--- config.mk ---
export PLATFORM = sky130hd
export DESIGN_NAME = ifetch_seq
export DESIGN_NICKNAME = d
export VERILOG_FILES = /design/src/rtl/mips_pkg.sv /design/src/rtl/ifetch_target.sv /design/src/rtl/ifetch_seq.sv
export SDC_FILE = /design/constraint.sdc
export NUM_CORES = 1
export LEC_CHECK = 0
export BUFFER_PORTS_ARGS = -buffer_cell sky130_fd_sc_hd__buf_4
export CORE_MARGIN = 5
export CORE_UTILIZATION = 56
export DETAILED_ROUTE_END_ITERATION = 6
export PLACE_DENSITY = 0.81
export SLEW_MARGIN = 5
export SYNTH_ARGS = -nofsm -noshare
export SYNTH_HDL_FRONTEND = slang
export SYNTH_SLANG_ARGS = --single-unit
--- constraint.sdc ---
create_clock -name clk -period 3.3 [get_ports clk]
set_clock_uncertainty 0.1 [all_clocks]
set_input_delay 0.165 -clock clk [delete_from_list [all_inputs] [get_ports clk]]
set_output_delay 0.165 -clock clk [all_outputs]
set_load 0.005 [all_outputs]
--- src/rtl/mips_pkg.sv ---
// Shared definitions for the MIPS fetch path: PC width, reset PC,
// fetch-sequencer state encoding and the 16-bit sign-extend helper.
package mips_pkg;

  localparam int unsigned PC_W_DEF = 30;
  localparam logic [PC_W_DEF-1:0] RESET_PC_DEF = '0;

  localparam logic [1:0] ST_FETCH = 2'd0;
  localparam logic [1:0] ST_HOLD  = 2'd1;
  localparam logic [1:0] ST_DRAIN = 2'd2;

  function automatic logic [31:0] sext16(input logic [15:0] v);
    return {{16{v[15]}}, v};
  endfunction

endpackage

--- src/rtl/ifetch_target.sv ---
// Combinational redirect target: jump and branch word targets, jump has priority.
// Build option IFETCH_BR_SEQ_BASE_EN bases branches on the delay-slot word (pc+1).
module ifetch_target
  import mips_pkg::*;
#(
  parameter int unsigned PC_W = PC_W_DEF
) (
  input  logic            is_jump,
  input  logic [15:0]     imm16,
  input  logic [25:0]     addr26,
  input  logic [31:0]     redir_pc,
  output logic [PC_W-1:0] target
);

  logic [PC_W-1:0] jump_tgt;
  logic [PC_W-1:0] br_base;
  logic [PC_W-1:0] br_tgt;
  logic            unused_pc_lsb;

  always_comb begin
    jump_tgt = PC_W'({redir_pc[31:28], addr26});
`ifdef IFETCH_BR_SEQ_BASE_EN
    br_base  = PC_W'(redir_pc[31:2]) + PC_W'(1);
`else
    br_base  = PC_W'(redir_pc[31:2]);
`endif
    // Truncating the 32-bit offset gives the modulo-2^PC_W wrap for free.
    br_tgt   = br_base + PC_W'(sext16(imm16));
    target   = is_jump ? jump_tgt : br_tgt;
  end

  assign unused_pc_lsb = ^redir_pc[1:0];

endmodule

--- src/rtl/ifetch_seq.sv ---
// Fetch sequencer: owns the PC, runs one outstanding imem req/ack fetch and feeds
// decode through a one-entry valid/ready buffer. Branch base option: IFETCH_BR_SEQ_BASE_EN.
module ifetch_seq
  import mips_pkg::*;
#(
  parameter int unsigned     PC_W     = PC_W_DEF,
  parameter logic [PC_W-1:0] RESET_PC = RESET_PC_DEF
) (
  input  logic        clk,
  input  logic        rst_n,
  output logic        imem_req,
  output logic [31:0] imem_addr,
  input  logic        imem_ack,
  input  logic [31:0] imem_rdata,
  output logic        inst_valid,
  input  logic        inst_ready,
  output logic [31:0] inst_data,
  output logic [31:0] inst_pc,
  input  logic        redirect,
  input  logic        is_jump,
  input  logic        is_branch,
  input  logic [15:0] imm16,
  input  logic [25:0] addr26,
  input  logic [31:0] redir_pc
);

  logic [1:0]      state_q, state_d;
  logic            req_q, req_d;
  logic [PC_W-1:0] pc_q, pc_d;
  logic [PC_W-1:0] tgt_q, tgt_d;
  logic            buf_valid_q, buf_valid_d;
  logic [31:0]     buf_data_q, buf_data_d;
  logic [31:0]     buf_pc_q, buf_pc_d;
  logic [31:0]     hold_data_q, hold_data_d;
  logic [31:0]     hold_pc_q, hold_pc_d;

  logic [PC_W-1:0] redir_tgt;
  logic [31:0]     pc_byte;
  logic            redir_take;
  logic            ack;
  logic            pop;

  ifetch_target #(.PC_W(PC_W)) u_target (
    .is_jump  (is_jump),
    .imm16    (imm16),
    .addr26   (addr26),
    .redir_pc (redir_pc),
    .target   (redir_tgt)
  );

  assign pc_byte    = 32'({pc_q, 2'b00});
  assign redir_take = redirect & (is_jump | is_branch);
  assign ack        = imem_ack & req_q;
  assign pop        = buf_valid_q & inst_ready;

  always_comb begin
    // NOTE: every signal gets a default first so no path can infer a latch.
    state_d     = state_q;
    pc_d        = pc_q;
    tgt_d       = tgt_q;
    buf_valid_d = buf_valid_q & ~pop;
    buf_data_d  = buf_data_q;
    buf_pc_d    = buf_pc_q;
    hold_data_d = hold_data_q;
    hold_pc_d   = hold_pc_q;

    case (state_q)
      ST_FETCH: begin
        if (ack) begin
          pc_d = pc_q + PC_W'(1);
          if (!buf_valid_q || pop) begin
            buf_valid_d = 1'b1;
            buf_data_d  = imem_rdata;
            buf_pc_d    = pc_byte;
          end else begin
            hold_data_d = imem_rdata;
            hold_pc_d   = pc_byte;
            state_d     = ST_HOLD;
          end
        end
      end
      ST_HOLD: begin
        if (pop) begin
          buf_valid_d = 1'b1;
          buf_data_d  = hold_data_q;
          buf_pc_d    = hold_pc_q;
          state_d     = ST_FETCH;
        end
      end
      ST_DRAIN: begin
        if (ack) begin
          pc_d    = tgt_q;
          state_d = ST_FETCH;
        end
      end
      default: state_d = ST_FETCH;
    endcase

    // A redirect flushes everything; an unfinished fetch must still be drained
    // with its address held, so the target waits in tgt_q until the ack.
    if (redir_take) begin
      buf_valid_d = 1'b0;
      if (req_q && !ack) begin
        state_d = ST_DRAIN;
        tgt_d   = redir_tgt;
        pc_d    = pc_q;
      end else begin
        state_d = ST_FETCH;
        pc_d    = redir_tgt;
      end
    end

    req_d = (state_d != ST_HOLD);
  end

  always_ff @(posedge clk or negedge rst_n) begin
    if (!rst_n) begin
      state_q     <= ST_FETCH;
      req_q       <= 1'b0;
      pc_q        <= RESET_PC;
      tgt_q       <= RESET_PC;
      buf_valid_q <= 1'b0;
      // NOTE: data registers are reset too because decode sees inst_data/inst_pc as 0 out of reset.
      buf_data_q  <= '0;
      buf_pc_q    <= '0;
      hold_data_q <= '0;
      hold_pc_q   <= '0;
    end else begin
      // NOTE: non-blocking assignments so every flop samples pre-edge values.
      state_q     <= state_d;
      req_q       <= req_d;
      pc_q        <= pc_d;
      tgt_q       <= tgt_d;
      buf_valid_q <= buf_valid_d;
      buf_data_q  <= buf_data_d;
      buf_pc_q    <= buf_pc_d;
      hold_data_q <= hold_data_d;
      hold_pc_q   <= hold_pc_d;
    end
  end

  assign imem_req   = req_q;
  assign imem_addr  = pc_byte;
  assign inst_valid = buf_valid_q;
  assign inst_data  = buf_data_q;
  assign inst_pc    = buf_pc_q;

endmodule

Yosys cells after proc, flatten, opt, wreduce, memory -nomap -nowiden
Cells that the tools add are included.

$add $sub $neg: 2. Eq/ne operators: 9. Multiplexer cells: 26. Bitwise gates (word level): 7. Reductions and logical operators: 11.

Operators by type and width (number): 2-to-1 mux 32 bit (6); 2-to-1 mux 30 bit (5); case mux 32 bit (2 select lines) (2); case mux 30 bit (2 select lines) (1); adder 30 x 1 -> 30 bit (second input constant) (1); adder 30 bit (1); 2-to-1 mux 2 bit (6); inequality test 2 bit (second input constant) (4); AND reduction 4 bit (2); inequality test 3 bit (second input constant) (2); case mux 2 bit (3 select lines) (1); bitwise AND 1 bit (4); 2-to-1 mux 1 bit (4); AND reduction 3 bit (1); nonzero test 3 bit (1); equality test 2 x 1 -> 1 bit (second input constant) (1); equality test 2 bit (second input constant) (1); zero test 1 bit (2); zero test 2 bit (1); inequality test 2 x 1 -> 1 bit (second input constant) (1); inverter 1 bit (2); case mux 1 bit (2 select lines) (1); AND reduction 2 bit (1); nonzero test 2 bit (1); other kinds (3) (3).

Flip-flop bits (word level): 190. Output and inout port bits: 98. Logic and storage cells: 64.

Longest topological paths before layout
Depth in word-level cells: 7. Mapped depth: 11. Gate-level depth less buffers: 11.

Modules after synthesis
From an unflattened synthesis, not the netlist that was laid out.

Cell total of the unflattened synthesis: 1097. Area total of the unflattened synthesis: 10731.5 um^2.

By module, submodules not included: ifetch_seq (instances 1, cells an instance 785, area an instance 8680.8 um^2, seq. area each 4704.5 um^2); ifetch_target (instances 1, cells an instance 312, area an instance 2050.7 um^2, seq. area each 0.0 um^2).

Worst setup path after synthesis
Ideal clock, no wire load.

Path type: input -> register. From: input port imm16[0]. To: register pc_q[22]. Setup time: 0.121 ns. Arrival time: 2.540 ns. Data required time: 3.079 ns. Path slack: 0.539 ns. Cell stages on the path: 11. Buffers on the path: 0. Cells stage by stage: ha_1 fa_1 a211o_1 a221o_1 a21oi_2 a211oi_2 o2111ai_2 nand3_1 xor2_1 a211o_1 a22o_1.

Cells in the longest elaborated chain, start to end: 4.

RTL lines: from (decl) (RTL line ifetch_seq.sv:22) `input logic [15:0] imm16,`; adder 30 bit (RTL line ifetch_target.sv:28) `br_tgt = br_base + PC_W'(sext16(imm16));`; 2-to-1 mux 30 bit (RTL line ifetch_target.sv:29) `target = is_jump ? jump_tgt : br_tgt;`; 2-to-1 mux 30 bit (RTL line ifetch_seq.sv:103) `if (req_q && !ack) begin`; 2-to-1 mux 30 bit (RTL line ifetch_seq.sv:101) `if (redir_take) begin`; to (signal assigned) (RTL line ifetch_seq.sv:132) `pc_q <= pc_d;`; to (decl) (RTL line ifetch_seq.sv:29) `logic [PC_W-1:0] pc_q, pc_d;`.

Every way passes these cells. The select of a mux whose other input is x is not followed. A chain may end at the register's enable or synchronous reset.

Worst setup path after layout
From: input port imm16[0]. To: register pc_q[20].

Same word-level chain as after synthesis.

==> impl_summary.txt <==
----------------------------------------------------
[Logic synthesis]
  Share of synthesized area occupied by flip-flops and latches ... 0.439
  Top FF cell, synth ... dfrtp_1
  Share of synthesized registers carrying an async set or reset ... 1.00
  Number of flip-flops and latches in the synthesized netlist ... 188
  Number of synthesized flops with an enable pin ... 0
  Post-Synthesis Cell Area ... 10700 um^2
  Synthesis Warnings ... 0
  Library cells used by synthesis ... 75
  Mean post-synth cell area ... roughly 9.5 um^2
  Post-Synthesis Cells ... roughly 1100

[Global routing]
  Initial antenna violation count ... 0
  Largest net degree at the start of global routing ... 125
  Total global-route track usage ... 0.255
  Number of global-route vias before repair ... 9070
  Total global routing overflow ... 0
  First-pass GRT wire length ... 46100 um

[STA]
  Final period util ... 0.824
  Setup repair after global routing missed its margin ... false
  Total Negative Setup Slacks ... 0 ns
  Worst hold slack across all endpoints ... just over 0.008 ns
  Final setup violating endpoints ... 0
  Clock period minus final worst setup slack ... 2.72 ns
  Max-slew headroom ... 0.381
  Final-report max-slew violation count ... 0
  Fmax ... 368 MHz
  Final count of hold timing violations ... 0
  Tightest Pin Transition ... 0.928 ns

[Status]
  Status ... completed

[CTS]
  Clock-pin slew reported for the worst setup and hold paths after clock tree synthesis ... 0.07 ns
  Number of instances resized during post-cts repair ... 0
  Buffers from clock root to sink, at most ... 2
  TritonCTS clock tree ... yes
  Clock root buffer ... clkbuf_16
  Count of clock tree sinks ... 188
  Cts bufs inserted ... 17
  Htree depth ... 4
  Source-to-sink clock delay at the later pin of the worst-skew pair ... between 0.4 and 0.5 ns

[Setup path]
  Delay of the slowest cell on the worst path ... 0.46 ns
  Worst-path maximum fanout ... 3
  Buffers and inverters on the worst path ... 1
  Critical Path End Type ... flop
  Slowest cell on the critical path ... o41ai_4
  Cell class contributing the biggest share of worst-path delay ... compound AO/OA/AOI/OAI gates
  Arrival time of the worst setup path ... ~3 ns
  Startpoint type of the worst setup path ... input pin
  Most used cell along the critical path ... a21oi_1
  Critical path data required time ... 3.51 ns
  Classification of the worst setup path ... in -> reg
  Cell chain of the critical path ... buf_4 > ha_1 > fa_1 > a211o_1 > a221o_1 > a21oi_2 > a211oi_2 > o41ai_4 > mux2i_1 > a21oi_1 > a21oi_1 > a21oi_1

[Route]
  DRT antenna net count ... 0
  Detailed-route wire length ... between 20000 and 30000 um
  DRC violations left ... 0
  Vias per cell ... ~5.9
  Number of DRC violations after detailed-routing iteration 0 ... around 730
  Vias post-DR ... 9353
  Count of TritonRoute iterations in the first routing pass ... 5
  Wire length per cell after detailed routing ... about 18 um

[Power and ir drop]
  VDD IR max ... 0.328 mV
  P_leak ... 6.00 nW
  Overall power ... 9.21 mW
  Power density over cell area ... approximately 680 nW/um^2

[Finish]
  Non-Filler Instances ... 1593
  Number of antenna cells inserted ... 0
  Layout cells sized above 1 ... 0.256
  Layout overhead on the synthesized area ... 26.3%
  Filler cell count ... 1372
  Number of nets in the layout ... approximately 1500
  Reg area ... 4700 um^2
  Footprint of the multi-input gates ... 5620 um^2

[Place]
  Number of buffer cells added on primary ports ... 204
  Number of instances in the placed design ... 1509
  Detail Placement HPWL ... roughly 20000 um
  Global placement routability congestion ... 0.881

[Floorplan]
  Placeable core area ... 18800 um^2
  Initial Util ... 0.572
  Number of top-level pins ... about 210
  Cell Rows ... 50
  Width of the die ... about 150 um
  Die Ht ... ~150 um
  DIE AREA ... 22000 um^2

[Min path]
  Worst min-delay path class ... in -> reg

[Job]
  Max-cap violation count ... 0

----------------------------------------------------
==> cell families (layout without fill, tap and decap cells) <==
group                      Yosys count  after routing  synth area share
AOI/OAI and AO/OA                  312            312             0.176
xor gates and xnor gates            40             40            0.0327
adders and majority gates           31             31            0.0369
buffers and inverters               91            320            0.0419
DFF                                188            188             0.439
muxes                              133            133             0.132
other                                1              4          0.000350
and+or+nand+nor                    331            331             0.142
==> metrics by stage <==
step	worst slack, ns	area [um^2]	util
2_1_floorplan	0.539	10700	-
3_3_place_gp	0.202	12400	0.661
3_5_place_dp	0.119	12400	0.661
4_1_cts	0.580	13600	0.722
5_1_grt	0.423	13600	0.722
6_report	0.582	13600	0.722
==> worst reg2reg max path: cells and delay by family (launching register included) <==
family | cells | cell delay (ns)
XOR/XNOR | 1 | 0.14
adder cells (fa/ha/maj) | 1 | 0.28
buffers and inverters | 1 | 0.07
flip-flops | 1 | 0.52
AO/OA/AOI/OAI | 3 | 0.30
AND/OR/NAND/NOR | 4 | 1.12
==> layer usage <==
layer | vias to the layer above | part of all wire | GRT usage
li1 | 4450 | - | -
met1 | 4484 | 0.44 | 0.355
met2 | 379 | 0.47 | 0.415
met3 | 40 | 0.072 | 0.0481
met4 | 0 | 0.017 | 0.0684
met5 | - | 0 | 0
==> path summary, 6_finish.rpt <==
kind	start	end	depth (start not counted)	slack, ns
worst min-delay path	redir_pc[31]	pc_q[29]	3	0.008
min in group asynchronous	rst_n	inst_data[30]	2	0.28
max in group asynchronous	rst_n	hold_data_q[12]	3	2.08
worst max-delay path	imm16[0]	pc_q[20]	12	0.58
worst max register to register	pc_q[1]	pc_q[28]	10	0.63
worst min register to register	tgt_q[12]	tgt_q[12]	2	0.38
==> layout make-up <==
cell class | instances | area share
Clock buffer | 18 | 0.0324
Clock inverter | 14 | 0.0134
Inverter | 11 | 0.00305
Multi-Input combinational cell | 851 | 0.414
Sequential cell | 188 | 0.347
Tap cell | 234 | 0.0216
Timing Repair Buffer | 277 | 0.168
==> registers in the layout, indices dropped and copies added, names as in the netlist <==
name and count:
inst_data 32, state_q 2, hold_pc_q 30, pc_q 30, inst_valid 1, inst_pc 30, imem_req 1, hold_data_q 32
tgt_q 30
==> repair_timing <==
action / CTS / global route
buffers inserted: 0 / 0
endpoints found under the hold margin: 177 / 0
hold buffers: 52 / 0
==> placed cells by master, fill, tap and decap left out, types with 16 or more instances in the layout <==
master         count
a211oi_1          16
a21o_1            17
a21oi_1          144
buf_4            219
clkbuf_16         17
dfrtp_1          188
dlygate4sd3_1     52
ha_1              30
mux2_2            66
mux2i_1           67
nand2_1          111
nand3_1           23
nor2_1           122
o21ai_0           62
xnor2_1           20
xor2_1            20
==> synth_stat cells, types with 7 or more instances <==
cell type	n	share of area
dfrtp_1	188	0.44
a21oi_1	144	0.067
nor2_1	122	0.043
nand2_1	111	0.039
mux2i_1	67	0.063
mux2_2	66	0.069
o21ai_0	64	0.030
clkbuf_1	48	0.017
ha_1	30	0.035
nand3_1	23	0.011
xnor2_1	20	0.016
xor2_1	20	0.016
a21o_1	17	0.012
a211oi_1	16	0.011
and3_1	11	0.0064
inv_1	11	0.0038
nor3_1	11	0.0051
a31oi_1	10	0.0058
buf_1	9	0.0031
nor2b_1	9	0.0052
buf_4	8	0.0056
nand2b_1	8	0.0047
nand4_1	7	0.0041
==> where the power goes <==
group          internal, mW  switching, mW
sequential             3.22          0.747
clock                  1.23          0.903
combinational          1.66           1.46
total                  6.11           3.10
Note: power is estimated with default switching activity, not from simulation.
